[src/rtl/cdc_xfer_arbiter_if.sv]
// cdc_xfer_arbiter_if: requester and clock-crossing channel signals of the arbiter
interface cdc_xfer_arbiter_if #(
    parameter int num_requesters = 4,
    parameter int num_bits       = 32
);
    localparam int src_w = num_requesters > 1 ? $clog2(num_requesters) : 1;
    logic [num_requesters-1:0]          req_valid;
    logic [num_requesters*num_bits-1:0] req_data;
    logic [num_requesters-1:0]          req_ready;
    logic [num_bits-1:0]                xfer_data;
    logic [src_w-1:0]                   xfer_src;
    logic                               xfer_req;
    logic                               xfer_ack_sync;
    logic                               busy;
    logic                               timeout_err;
    modport slave (
        input  req_valid, req_data, xfer_ack_sync,
        output req_ready, xfer_data, xfer_src, xfer_req, busy, timeout_err
    );
    modport master (
        output req_valid, req_data, xfer_ack_sync,
        input  req_ready, xfer_data, xfer_src, xfer_req, busy, timeout_err
    );
endinterface

[src/rtl/cdc_xfer_arbiter.sv]
// cdc_xfer_arbiter: round-robin sharing of one toggle-handshake clock-crossing channel
module cdc_xfer_arbiter #(
    parameter int num_requesters = 4,
    parameter int num_bits       = 32,
    parameter int ack_timeout    = 0
) (
    input  logic clk,
    input  logic reset,
    cdc_xfer_arbiter_if.slave bus
);
    localparam int sw = num_requesters > 1 ? $clog2(num_requesters) : 1;
    localparam int cw = $clog2(ack_timeout + 2);
    localparam logic [cw-1:0] cnt_max = cw'(ack_timeout);
    localparam logic [cw-1:0] cnt_hit = cw'(ack_timeout > 0 ? ack_timeout - 1 : 0);
    localparam logic [1:0] IDLE     = 2'd0;
    localparam logic [1:0] SETTLE   = 2'd1;
    localparam logic [1:0] WAIT_ACK = 2'd2;

    logic [1:0]          state_q, state_d;
    logic [sw-1:0]       rr_q, rr_d;
    logic [num_bits-1:0] data_q, data_d;
    logic [sw-1:0]       src_q, src_d;
    logic                req_q, req_d;
    logic [cw-1:0]       cnt_q, cnt_d;
    logic                tout_q, tout_d;
    logic [sw-1:0]       idx, gnt;
    logic                any;

    // rotating priority search: first pending requester at or above rr, with wrap
    always_comb begin
        idx = '0;
        gnt = '0;
        any = 1'b0;
        for (int k = 0; k < num_requesters; k++) begin
            idx = sw'((int'(rr_q) + k) % num_requesters);
            if (!any && bus.req_valid[idx]) begin
                any = 1'b1;
                gnt = idx;
            end
        end
    end

    // next-state: grant/latch in IDLE, toggle req after SETTLE, wait for matching ack
    always_comb begin
        state_d = state_q;
        rr_d    = rr_q;
        data_d  = data_q;
        src_d   = src_q;
        req_d   = req_q;
        cnt_d   = cnt_q;
        tout_d  = 1'b0;
        if (state_q == IDLE && any) begin
            data_d  = bus.req_data[int'(gnt)*num_bits +: num_bits];
            src_d   = gnt;
            rr_d    = sw'((int'(gnt) + 1) % num_requesters);
            state_d = SETTLE;
        end else if (state_q == SETTLE) begin
            req_d   = ~req_q;
            cnt_d   = '0;
            state_d = WAIT_ACK;
        end else if (state_q == WAIT_ACK) begin
            if (bus.xfer_ack_sync == req_q) begin
                state_d = IDLE;
            end else begin
                cnt_d  = cnt_q == cnt_max ? cnt_q : cnt_q + 1'b1;
                tout_d = ack_timeout != 0 && cnt_q == cnt_hit;
            end
        end
    end

    // state registers; reset restarts the toggle at 0 together with the destination side
    always_ff @(posedge clk or posedge reset) begin
        if (reset) begin
            state_q <= IDLE;
            rr_q    <= '0;
            data_q  <= '0;
            src_q   <= '0;
            req_q   <= 1'b0;
            cnt_q   <= '0;
            tout_q  <= 1'b0;
        end else begin
            state_q <= state_d;
            rr_q    <= rr_d;
            data_q  <= data_d;
            src_q   <= src_d;
            req_q   <= req_d;
            cnt_q   <= cnt_d;
            tout_q  <= tout_d;
        end
    end

    assign bus.req_ready   = (state_q == IDLE && any) ? num_requesters'(1) << gnt : '0;
    assign bus.xfer_data   = data_q;
    assign bus.xfer_src    = src_q;
    assign bus.xfer_req    = req_q;
    assign bus.busy        = state_q != IDLE;
    assign bus.timeout_err = tout_q;
endmodule

[src/flat_wrapper.sv]
// flat-port wrapper written by rule: the top's interface ports become plain ports
module cdc_xfer_arbiter_flat 
#(
    parameter int num_requesters = 4,
    parameter int num_bits       = 32,
    parameter int ack_timeout    = 0
)
  (clk, reset, bus_req_valid, bus_req_data, bus_xfer_ack_sync, bus_req_ready, bus_xfer_data, bus_xfer_src, bus_xfer_req, bus_busy, bus_timeout_err);
  cdc_xfer_arbiter_if #(.num_requesters(num_requesters), .num_bits(num_bits)) bus_i ();
  input  logic clk;
  input  logic reset;
  input wire logic [$bits(bus_i.req_valid)-1:0] bus_req_valid;
  input wire logic [$bits(bus_i.req_data)-1:0] bus_req_data;
  input wire logic [$bits(bus_i.xfer_ack_sync)-1:0] bus_xfer_ack_sync;
  output wire logic [$bits(bus_i.req_ready)-1:0] bus_req_ready;
  output wire logic [$bits(bus_i.xfer_data)-1:0] bus_xfer_data;
  output wire logic [$bits(bus_i.xfer_src)-1:0] bus_xfer_src;
  output wire logic [$bits(bus_i.xfer_req)-1:0] bus_xfer_req;
  output wire logic [$bits(bus_i.busy)-1:0] bus_busy;
  output wire logic [$bits(bus_i.timeout_err)-1:0] bus_timeout_err;
  assign bus_i.req_valid = bus_req_valid;
  assign bus_i.req_data = bus_req_data;
  assign bus_i.xfer_ack_sync = bus_xfer_ack_sync;
  assign bus_req_ready = bus_i.req_ready;
  assign bus_xfer_data = bus_i.xfer_data;
  assign bus_xfer_src = bus_i.xfer_src;
  assign bus_xfer_req = bus_i.xfer_req;
  assign bus_busy = bus_i.busy;
  assign bus_timeout_err = bus_i.timeout_err;
  cdc_xfer_arbiter #(.num_requesters(num_requesters), .num_bits(num_bits), .ack_timeout(ack_timeout)) u_core (.clk(clk), .reset(reset), .bus(bus_i));
endmodule
[config.mk]
export PLATFORM = sky130hd
export DESIGN_NAME = cdc_xfer_arbiter_flat
export DESIGN_NICKNAME = d
export VERILOG_FILES = /design/src/rtl/cdc_xfer_arbiter_if.sv /design/src/rtl/cdc_xfer_arbiter.sv /design/src/flat_wrapper.sv
export SDC_FILE = /design/constraint.sdc
export NUM_CORES = 1
export LEC_CHECK = 0
export ABC_AREA = 1
export CAP_MARGIN = 20
export CORE_MARGIN = 1
export CORE_UTILIZATION = 43
export CTS_CLUSTER_SIZE = 30
export DETAILED_ROUTE_END_ITERATION = 10
export PLACE_DENSITY = 0.88
export SLEW_MARGIN = 10
export SYNTH_ARGS = -nofsm -noshare
export SYNTH_HDL_FRONTEND = slang
export SYNTH_SLANG_ARGS = --single-unit
[constraint.sdc]
create_clock -name clk -period 3 [get_ports clk]
set_input_delay 0.6 -clock clk [delete_from_list [all_inputs] [get_ports clk]]
set_output_delay 0.6 -clock clk [all_outputs]
set_load 0.02 [all_outputs]
==> impl_metrics.csv <==
group,metric,value,unit
floorplanning,die_w,87.75,um
logic_synthesis,synthesis.instances,552,
critical_path,end_kind,"primary output",
timing,fmax,347.1,MHz
place,dpl.cell_count,801,
logic_synthesis,yosys.area.top_type,"nand2_1",
timing,period_share,0.9604,
global_routing,grt_pass1_wl,16260,um
place,pre_cts_ws,-0.3073,ns
final_layout,multi_input_area,1888,sq um
final_layout,postLayoutCellArea,4982,sq um
final_layout,layout_commonest_cell,"nand2_1",
logic_synthesis,synth_top_area_frac,0.4321,
timing,worst_slack,0.1188,ns
route,drc,0,
timing,hold_slack,0.4825,ns
global_routing,overflow,0,
critical_path,cp_common_cell,"nand2_1",
logic_synthesis,avgSynthCellArea,5.728,sq um
critical_path,cp.required,2.40,ns
floorplanning,rows,30,
logic_synthesis,syn_nets,689,
timing,grt_setup_unrepaired,"no",
final_layout,final_cell_mix,"362 x nand2_1, 170 x clkdlybuf4s50_1, 71 x nand3_1",
critical_path,start_kind,"input pin",
final_layout,fin_nets,849,
final_layout,antenna_cells,0,
floorplanning,start_util,0.4553,
floorplanning,die_height,87.75,um
floorplanning,die-area,7700,sq um
clock_tree,clock_latency,0.29,ns
route,ant_nets,0,
global_routing,grt_max_degree,65,
critical_path,worst-path-max-fanout,7,
critical_path,slowest_stage,"clkdlybuf4s50_1",
timing,hold_violations,0,
final_layout,fillers,594,
route,firstDrtPassIters,5,
timing,worstMarginPinSlew,0.6573,ns
clock_tree,cts_tree,"done",
place,portBuffers,174,
power_and_ir_drop,ir_worst_vdd,0.1662,mV
final_layout,seq_area,975.9,sq um
route,routed_wl,10130,um
global_routing,grt_usage,0.2654,
critical_path,critical_path_class,"input pin to primary output",
critical_path,path_cells,"clkdlybuf4s50_1, inv_1, nand2_1, nand3_1, nand2_1, nor2_4, nand4_1, nand3_2, nand2_1, nor2_1, clkbuf_2",
critical_path,cp.arrival,2.28,ns
global_routing,grt_pass1_vias,3714,
logic_synthesis,ys_ff_latch,39,
route,viasPerCell,4.865,
final_layout,final_cells,809,
power_and_ir_drop,total_power,1.308,mW
global_routing,antenna_found_initial,0,
floorplanning,ios,176,
power_and_ir_drop,leakagePower,2.698,nW
place,globalplace.congestion,0.8984,
floorplanning,core,6944,sq um
flow_run,maxCapViolations,0,
timing,timing.final.crit_period,2.881,ns
hold_path,min_path_type,"register to register",
clock_tree,clock_path_buffers,2,
logic_synthesis,syn_area,3162,sq um
timing,skew,0.007185,ns
route,wire_per_inst,12.53,um
clock_tree,cts-root-buf,"clkbuf_8",
power_and_ir_drop,powerDensity,262.5,nW/um^2
logic_synthesis,synth_cell_types,24,
route,vias,3936,
critical_path,slowest_delay,0.43,ns
run_status,outcome,"finished clean",
final_layout,finish.utilization,0.7175,
clock_tree,cts_max_level,2,
timing,setup_tns,0,ns
place,placed_area,4900,sq um
logic_synthesis,yosysWarnings,0,
timing,setup_viol,0,
logic_synthesis,seq_area_frac_synth,0.3087,
clock_tree,clock_sinks,39,
place,dp_hpwl,7722,um
clock_tree,cts.clk_slew.worst_paths,0.08,ns
timing,slew_viol_final,0,
timing,relSlewSlack,0.5591,
final_layout,synthToLayoutAreaGrowth,57.58,%
final_layout,drive_gt1_frac,0.05330,
route,drt_iter0_markers,162,
clock_tree,postCtsHoldBufs,0,
logic_synthesis,synthTopCellsByArea,"nand2_1 43%, dfrtp_1 31%, nand3_1 11%, buf_2 3.3%, buf_6 2.5%",
clock_tree,cts_buffers,5,
==> cells in the mapped netlist <==
cell and instances:
inv_1 13, o21bai_1 1, o211ai_1 1, conb_1 1, nand3_2 3, o21ai_0 4
nand2_1 364, buf_2 21, ha_1 2, buf_6 7, nand2_2 1, nor3_1 1
clkbuf_1 2, nor2_1 5, a31oi_1 1, buf_4 7, nor2_2 1, dfrtp_1 39
nand3_1 71, clkinv_1 1, a21oi_1 1, nand4_1 1, xor2_1 1, inv_2 3
==> sequential cells by signal, summed over array words and instances, names as in the netlist <==
signal                cells
u_core.bus.xfer_data     32
u_core.bus.xfer_req       1
u_core.bus.xfer_src       2
u_core.rr_q               2
u_core.state_q            2
==> cells by family (layout without fill, tap and decap cells) <==
family,after synthesis,after routing,synth area share
AND/OR/NAND/NOR,447,447,0.5675
adder cells (fa/ha/maj),2,2,0.007913
AO/OA/AOI/OAI,8,8,0.01464
XOR/XNOR,1,1,0.002771
flip-flops,39,39,0.3087
buffers and inverters,54,215,0.09735
other,1,1,0.001186
==> final cells by class <==
type	instances	area share
clock inverters	3	0.004771
multi-input cells	459	0.3790
well taps	96	0.02411
flip-flops and latches	39	0.1959
repair buffers	190	0.3697
clock buffers	5	0.01381
inverters	17	0.01281
==> report_power, final <==
| group | internal [mW] | switching, mW |
|---|---|---|
| combinational | 0.233 | 0.190 |
| clock | 0.166 | 0.194 |
| sequential | 0.525 | 0 |
| total | 0.925 | 0.383 |
==> critical path, delay by kind of cell <==
| kind | cells | cell delay (ns) |
|---|---|---|
| buffers and inverters | 3 | 0.71 |
| and+or+nand+nor | 8 | 0.97 |
==> path summary, 6_finish.rpt <==
kind / end / startpoint / slack, ns / depth (start not counted)
setup reg to reg: u_core.bus.xfer_data[13] / u_core.rr_q[0] / 0.36 / 15
hold reg to reg: u_core.bus.xfer_data[13] / u_core.bus.xfer_data[13] / 0.48 / 2
max in group asynchronous: u_core.bus.xfer_data[21] / reset / 1.73 / 3
setup / recovery: bus_req_ready[3] / bus_req_valid[3] / 0.12 / 11
hold / removal: u_core.bus.xfer_data[13] / u_core.bus.xfer_data[13] / 0.48 / 2
min in group asynchronous: u_core.bus.xfer_data[4] / reset / 0.63 / 2
==> per-layer routing <==
metal / GRT usage / up-vias / share of wire
met5: 0 / - / 0
met4: 0.09091 / 0 / 0.021
met3: 0.06880 / 24 / 0.085
met2: 0.4785 / 157 / 0.50
met1: 0.3030 / 1742 / 0.40
li1: - / 2013 / -
==> timing repair <==
action                     CTS  global route
gates resized for setup      6            10
setup endpoints to repair    4             4
pin swaps                    0             0
setup buffers                0             0
Power figures use the tool's default switching activity.
